`config.mk`:
```
export PLATFORM = sky130hd
export DESIGN_NAME = mc_main_fsm
export DESIGN_NICKNAME = d
export VERILOG_FILES = /design/src/rtl/mc_main_fsm_pkg.sv /design/src/rtl/mc_main_fsm.sv
export SDC_FILE = /design/constraint.sdc
export NUM_CORES = 1
export LEC_CHECK = 0
export BUFFER_PORTS_ARGS = -buffer_cell sky130_fd_sc_hd__buf_2
export CORE_MARGIN = 1
export CORE_UTILIZATION = 48
export DETAILED_ROUTE_END_ITERATION = 6
export HOLD_SLACK_MARGIN = 0.02
export PLACE_DENSITY_LB_ADDON = 0.05
export SLEW_MARGIN = 10
export SYNTH_ARGS = -nofsm -noshare
export SYNTH_HDL_FRONTEND = slang
export SYNTH_SLANG_ARGS = --single-unit
```
`constraint.sdc`:
```
create_clock -name clk -period 2.9 [get_ports clk]
set_input_delay 0.58 -clock clk [delete_from_list [all_inputs] [get_ports clk]]
set_output_delay 0.58 -clock clk [all_outputs]
set_load 0.02 [all_outputs]
```
`src/rtl/mc_main_fsm_pkg.sv`:
```
// Shared definitions for the multicycle MIPS main controller: state encodings,
// supported opcodes and the ALUOp codes handed to the ALU decoder.
package mc_main_fsm_pkg;

    typedef enum logic [3:0] {
        S_FETCH   = 4'd0,
        S_DECODE  = 4'd1,
        S_MEMADR  = 4'd2,
        S_MEMRD   = 4'd3,
        S_MEMWB   = 4'd4,
        S_MEMWR   = 4'd5,
        S_EXEC    = 4'd6,
        S_ALUWB   = 4'd7,
        S_BRANCH  = 4'd8,
        S_ADDIEX  = 4'd9,
        S_ADDIWB  = 4'd10,
        S_JUMP    = 4'd11,
        S_HALT    = 4'd12
    } state_t;

    localparam logic [5:0] OP_RTYPE = 6'h00;
    localparam logic [5:0] OP_LW    = 6'h23;
    localparam logic [5:0] OP_SW    = 6'h2B;
    localparam logic [5:0] OP_BEQ   = 6'h04;
    localparam logic [5:0] OP_ADDI  = 6'h08;
    localparam logic [5:0] OP_J     = 6'h02;

    localparam logic [1:0] ALUOP_ADD   = 2'b00;
    localparam logic [1:0] ALUOP_SUB   = 2'b01;
    localparam logic [1:0] ALUOP_FUNCT = 2'b10;

    function automatic logic isSupportedOp(input logic [5:0] op);
        return (op == OP_RTYPE) || (op == OP_LW)   || (op == OP_SW) ||
               (op == OP_BEQ)   || (op == OP_ADDI) || (op == OP_J);
    endfunction

endpackage

```
`src/rtl/mc_main_fsm.sv`:
```
// Multicycle MIPS main controller: a Moore FSM stepping each instruction through
// fetch/decode/execute/memory/writeback, with a memory-ready handshake and illegal-opcode flag.
module mc_main_fsm #(
    parameter bit ILLEGAL_HALT = 1'b0
) (
    input  logic       clk,
    input  logic       reset,
    input  logic [5:0] Op,
    input  logic       Zero,
    input  logic       mem_ready,
    output logic [1:0] ALUOp,
    output logic       ALUSrcA,
    output logic [1:0] ALUSrcB,
    output logic       IorD,
    output logic       RegDst,
    output logic       MemtoReg,
    output logic [1:0] PCSrc,
    output logic       IRWrite,
    output logic       MemWrite,
    output logic       RegWrite,
    output logic       PCEn,
    output logic       retire,
    output logic       illegal,
    output logic [3:0] state
);

    import mc_main_fsm_pkg::*;

    state_t r_state;
    state_t w_nextState;
    state_t w_decState;
    logic   w_pcWrite;
    logic   w_branch;

    always_ff @(posedge clk) begin
        if (reset) begin
            r_state <= S_FETCH;
        end else begin
            r_state <= w_nextState;
        end
    end

    always_comb begin
        w_nextState = S_FETCH;
        case (r_state)
            S_FETCH:  w_nextState = mem_ready ? S_DECODE : S_FETCH;
            S_DECODE: begin
                case (Op)
                    OP_LW,
                    OP_SW:    w_nextState = S_MEMADR;
                    OP_RTYPE: w_nextState = S_EXEC;
                    OP_BEQ:   w_nextState = S_BRANCH;
                    OP_ADDI:  w_nextState = S_ADDIEX;
                    OP_J:     w_nextState = S_JUMP;
                    default:  w_nextState = ILLEGAL_HALT ? S_HALT : S_FETCH;
                endcase
            end
            // Op is re-examined here; anything other than lw/sw abandons the instruction
            S_MEMADR: begin
                if (Op == OP_LW) begin
                    w_nextState = S_MEMRD;
                end else if (Op == OP_SW) begin
                    w_nextState = S_MEMWR;
                end else begin
                    w_nextState = S_FETCH;
                end
            end
            S_MEMRD:  w_nextState = mem_ready ? S_MEMWB : S_MEMRD;
            S_MEMWR:  w_nextState = mem_ready ? S_FETCH : S_MEMWR;
            S_EXEC:   w_nextState = S_ALUWB;
            S_ADDIEX: w_nextState = S_ADDIWB;
            S_HALT:   w_nextState = S_HALT;
            default:  w_nextState = S_FETCH;
        endcase
    end

    // While reset is high the outputs show FETCH decoding so nothing downstream sees a stale state
    assign w_decState = reset ? S_FETCH : r_state;
    assign state      = w_decState;
    assign PCEn       = w_pcWrite | (w_branch & Zero);

    always_comb begin
        ALUOp     = ALUOP_ADD;
        ALUSrcA   = 1'b0;
        ALUSrcB   = 2'b00;
        IorD      = 1'b0;
        RegDst    = 1'b0;
        MemtoReg  = 1'b0;
        PCSrc     = 2'b00;
        IRWrite   = 1'b0;
        MemWrite  = 1'b0;
        RegWrite  = 1'b0;
        retire    = 1'b0;
        illegal   = 1'b0;
        w_pcWrite = 1'b0;
        w_branch  = 1'b0;
        case (w_decState)
            S_FETCH: begin
                ALUSrcB   = 2'b01;
                IRWrite   = mem_ready;
                w_pcWrite = mem_ready;
            end
            S_DECODE: begin
                ALUSrcB = 2'b11;
                illegal = ~isSupportedOp(Op);
            end
            S_MEMADR,
            S_ADDIEX: begin
                ALUSrcA = 1'b1;
                ALUSrcB = 2'b10;
            end
            S_MEMRD: IorD = 1'b1;
            S_MEMWB: begin
                MemtoReg = 1'b1;
                RegWrite = 1'b1;
                retire   = 1'b1;
            end
            S_MEMWR: begin
                IorD     = 1'b1;
                MemWrite = 1'b1;
                retire   = mem_ready;
            end
            S_EXEC: begin
                ALUSrcA = 1'b1;
                ALUOp   = ALUOP_FUNCT;
            end
            S_ALUWB: begin
                RegDst   = 1'b1;
                RegWrite = 1'b1;
                retire   = 1'b1;
            end
            S_ADDIWB: begin
                RegWrite = 1'b1;
                retire   = 1'b1;
            end
            S_BRANCH: begin
                ALUSrcA  = 1'b1;
                ALUOp    = ALUOP_SUB;
                PCSrc    = 2'b01;
                w_branch = 1'b1;
                retire   = 1'b1;
            end
            S_JUMP: begin
                PCSrc     = 2'b10;
                w_pcWrite = 1'b1;
                retire    = 1'b1;
            end
            default: begin
            end
        endcase
        if (reset) begin
            IRWrite   = 1'b0;
            MemWrite  = 1'b0;
            RegWrite  = 1'b0;
            retire    = 1'b0;
            illegal   = 1'b0;
            w_pcWrite = 1'b0;
            w_branch  = 1'b0;
        end
    end

endmodule

```
==> parameters.txt <==
Parameter                              Value

Synthesis
  Area share of the largest cell type after synthesis ... 12.8%
  Mapped Area ... about 630 um2
  Synth area leader ... dfxtp_1
  Number of storage elements in the synthesis netlist ... 4
  Basic-gate share of the synthesized area counting and, or, nand and nor cells ... 41.2%
  Area share of fa/ha/maj cells after synthesis ... 0%
  Post-synthesis net count ... 108
  Synth Area per Inst ... 6.38 um2
  FFs w/ async S/R, synth ... 0%
  Cells after Synth ... 98
  Dominant cells by area after synthesis ... dfxtp_1 (13%), nor2_1 (7.8%), nor3_1 (6.4%)
  Ys flop type ... dfxtp_1
  Fraction of the mapped netlist area in compound gates ... a little under a third
  Post-synth EDFFs ... 0
  Multiplexer fraction of the synthesized cell area ... 0%
  Post-synth cell types ... 36
  Portion of the post-synthesis area used by sequential elements ... 12.8%
  Main combinational cell family by area after synthesis ... simple AND/OR/NAND/NOR gates
  Xor and xnor fraction of the mapped netlist area ... between 4 and 5%
  Count of yosys warnings during synthesis ... 0

STA
  Final setup fails ... 0
  Pins Over Slew Limit ... 0
  Unrepaired setup endpoints after global routing ... no
  Max transition margin ... 61.8%
  Total count of hold-check failures in the final report ... 0
  Final Cycle Share ... 84.0%
  Clock period minus worst slack ... 2.44 ns
  Clock Skews ... 0.000279 ns
  Highest clock frequency the design can meet ... 0.410 GHz
  TNS Setup ... 0 ns
  Least-Margin Pin Slew ... ~0.57 ns

Routing
  Ratio of routed vias to standard cells ... 5.70
  Detail-routed net length per standard cell ... about 12 um
  DRT Pass-1 Iters ... 4
  DRC viols ... 0
  Detailed-route via count ... 781
  Total detailed-routing wirelength ... 1660 um
  Antenna Violating Nets Remaining ... 0
  DRC marker count from the first detailed-route iteration ... 22

Power and ir drop
  Pwr per Cell Area ... 232 mW/mm2
  Maximum vdd ir drop ... approximately 0.20 mV
  Reported leakage power ... around 0.00033 uW

Clock tree
  Root buffer cell ... clkbuf_4
  Clock tree from TritonCTS ... yes
  Post-cts gate resize count ... 0
  Maximum number of buffers from clock root to sink ... 2
  Count of buffers added by post-CTS timing repair for setup ... 0
  Clock sinks ... 4
  Number of buffers added to fix hold violations after cts ... 0
  Clock-pin slew on the worst setup and hold paths ... 0.03 ns
  TritonCTS Buffers ... 3
  H-tree levels ... 1
  Insertion delay of the later-clocked pin in the worst-skew pair ... 0.23 ns

Min path
  Worst hold path type ... reg -> reg

Finish
  Registers with the most flip-flops ... r_state: 4 flops
  Layout area overhead ... 25.0%
  Final Net Count ... 135
  Layout cell share with drive strength beyond 1 ... 33.3%
  Final-layout fill cell count ... 125
  Most flops, register ... r_state
  Flip-flop count of the largest register, all copies and words added ... 4
  Final instance area ... 782 um2
  ANT cells ... 0

Global routing
  Most used routing layer ... met2
  Met2 Track Usage GR ... roughly 38%
  Met3 usage ... 0%
  Largest net degree at the start of global routing ... 21
  Via count of the first global-routing pass ... 576
  Global route total overflow ... 0
  Initial antenna violation count ... 0
  Wire length of the first global-routing pass ... roughly 2500 um
  Met1 capacity usage during global routing ... 34.9%
  Overall routing resource usage ... between 20% and 30%

Critical path
  Start-to-end type of the worst setup path ... reg -> out
  Worst path required time ... 2.32 ns
  Nature of the critical path endpoint ... primary output
  Worst EP arrival ... 1.86 ns
  Crit start category ... flip-flop
  CP Max Fanout ... 14

Placement
  IO buf count ... 29
  Total placed instance area ... 759 um2
  Placer's final routability congestion estimate ... just over 0.9
  Post-DP HPWL ... 1230 um

Die
  Count of standard-cell rows ... 12
  Top-level port count ... 30
  Core region area ... 0.00116 mm2
  Area of the die ... ~0.0015 mm2
  Die Y-Extent ... roughly 38 um
  Starting Density ... between 50 and 60%
  Floorplan die width ... 38.1 um

Run status
  Run status ... complete, no violations

Job
  Max cap viols ... 0
metal layers:
| metal | up-vias | share of wire (%) | wire length, um |
|---|---|---|---|
| li1 | 411 | - | - |
| met1 | 341 | 50 | 830 |
| met2 | 27 | 44 | 740 |
| met3 | 2 | 4.6 | 77 |
| met4 | 0 | 0.90 | 15 |
| met5 | - | 0 | 0 |
synth_stat cells (3+ instances only):
master and number:
clkbuf_1 3, a31oi_1 3, a21oi_1 7, nand3_1 5
inv_1 5, nand2b_1 5, buf_2 5, nor3_1 8
dfxtp_1 4, nand2_1 5, nor2_1 13, o21ai_0 4
worst max-delay path, stage by stage (launching register included):
cell	delay, ns
dfxtp_1	0.59
inv_1	0.22
nor2_1	0.29
nand2_1	0.11
a211oi_1	0.22
buf_2	0.19
worst paths after layout:
| kind | start | endpoint | slack (ns) | cells after the start |
|---|---|---|---|---|
| setup / recovery | r_state[1] | ALUSrcB[1] | 0.46 | 5 |
| hold / removal | r_state[1] | r_state[1] | 0.72 | 2 |
| setup reg to reg | r_state[0] | r_state[1] | 1.22 | 5 |
| hold reg to reg | r_state[1] | r_state[1] | 0.72 | 2 |
stage by stage:
stage	hold WS, ns	utilization, %	std cells	power (uW)	setup WS, ns
after global routing	0.745	67.6	137	191	0.339
after detailed placement	0.702	65.7	134	115	0.584
final	0.715	67.6	137	181	0.463
after global placement	0.696	65.7	134	113	0.592
after CTS	0.704	67.6	137	185	0.472
after floorplan	0.642	-	98	93.8	0.455
cells by family after synthesis:
group / count (synthesis)
flip-flops: 4
XOR/XNOR: 3
buffers and inverters: 14
AO/OA/AOI/OAI: 29
AND/OR/NAND/NOR: 48
power breakdown:
part           internal [uW]  switching (uW)
Clock                   46.1            20.7
Sequential              56.5            3.34
Combinational           22.5            32.1
cell type report:
| class | instances | area, um2 | share of cell area [%] |
|---|---|---|---|
| Multi-Input combinational cell | 80 | 483 | 61.8 |
| Tap cell | 14 | 17.5 | 2.24 |
| Timing Repair Buffer | 31 | 160 | 20.5 |
| Inverter | 5 | 18.8 | 2.40 |
| Sequential cell | 4 | 80.1 | 10.2 |
| Clock buffer | 3 | 22.5 | 2.88 |
cells in the final DEF (no fill, tap or decap), types with 3 or more instances in the layout:
cell type / instances
inv_1: 5
nand3_1: 5
o21ai_0: 4
nand2_1: 5
nor2_1: 13
dfxtp_1: 4
nor3_1: 8
buf_2: 29
a31oi_1: 3
a21oi_1: 7
clkbuf_4: 3
nand2b_1: 5
Note: power is estimated with default switching activity, not from simulation.
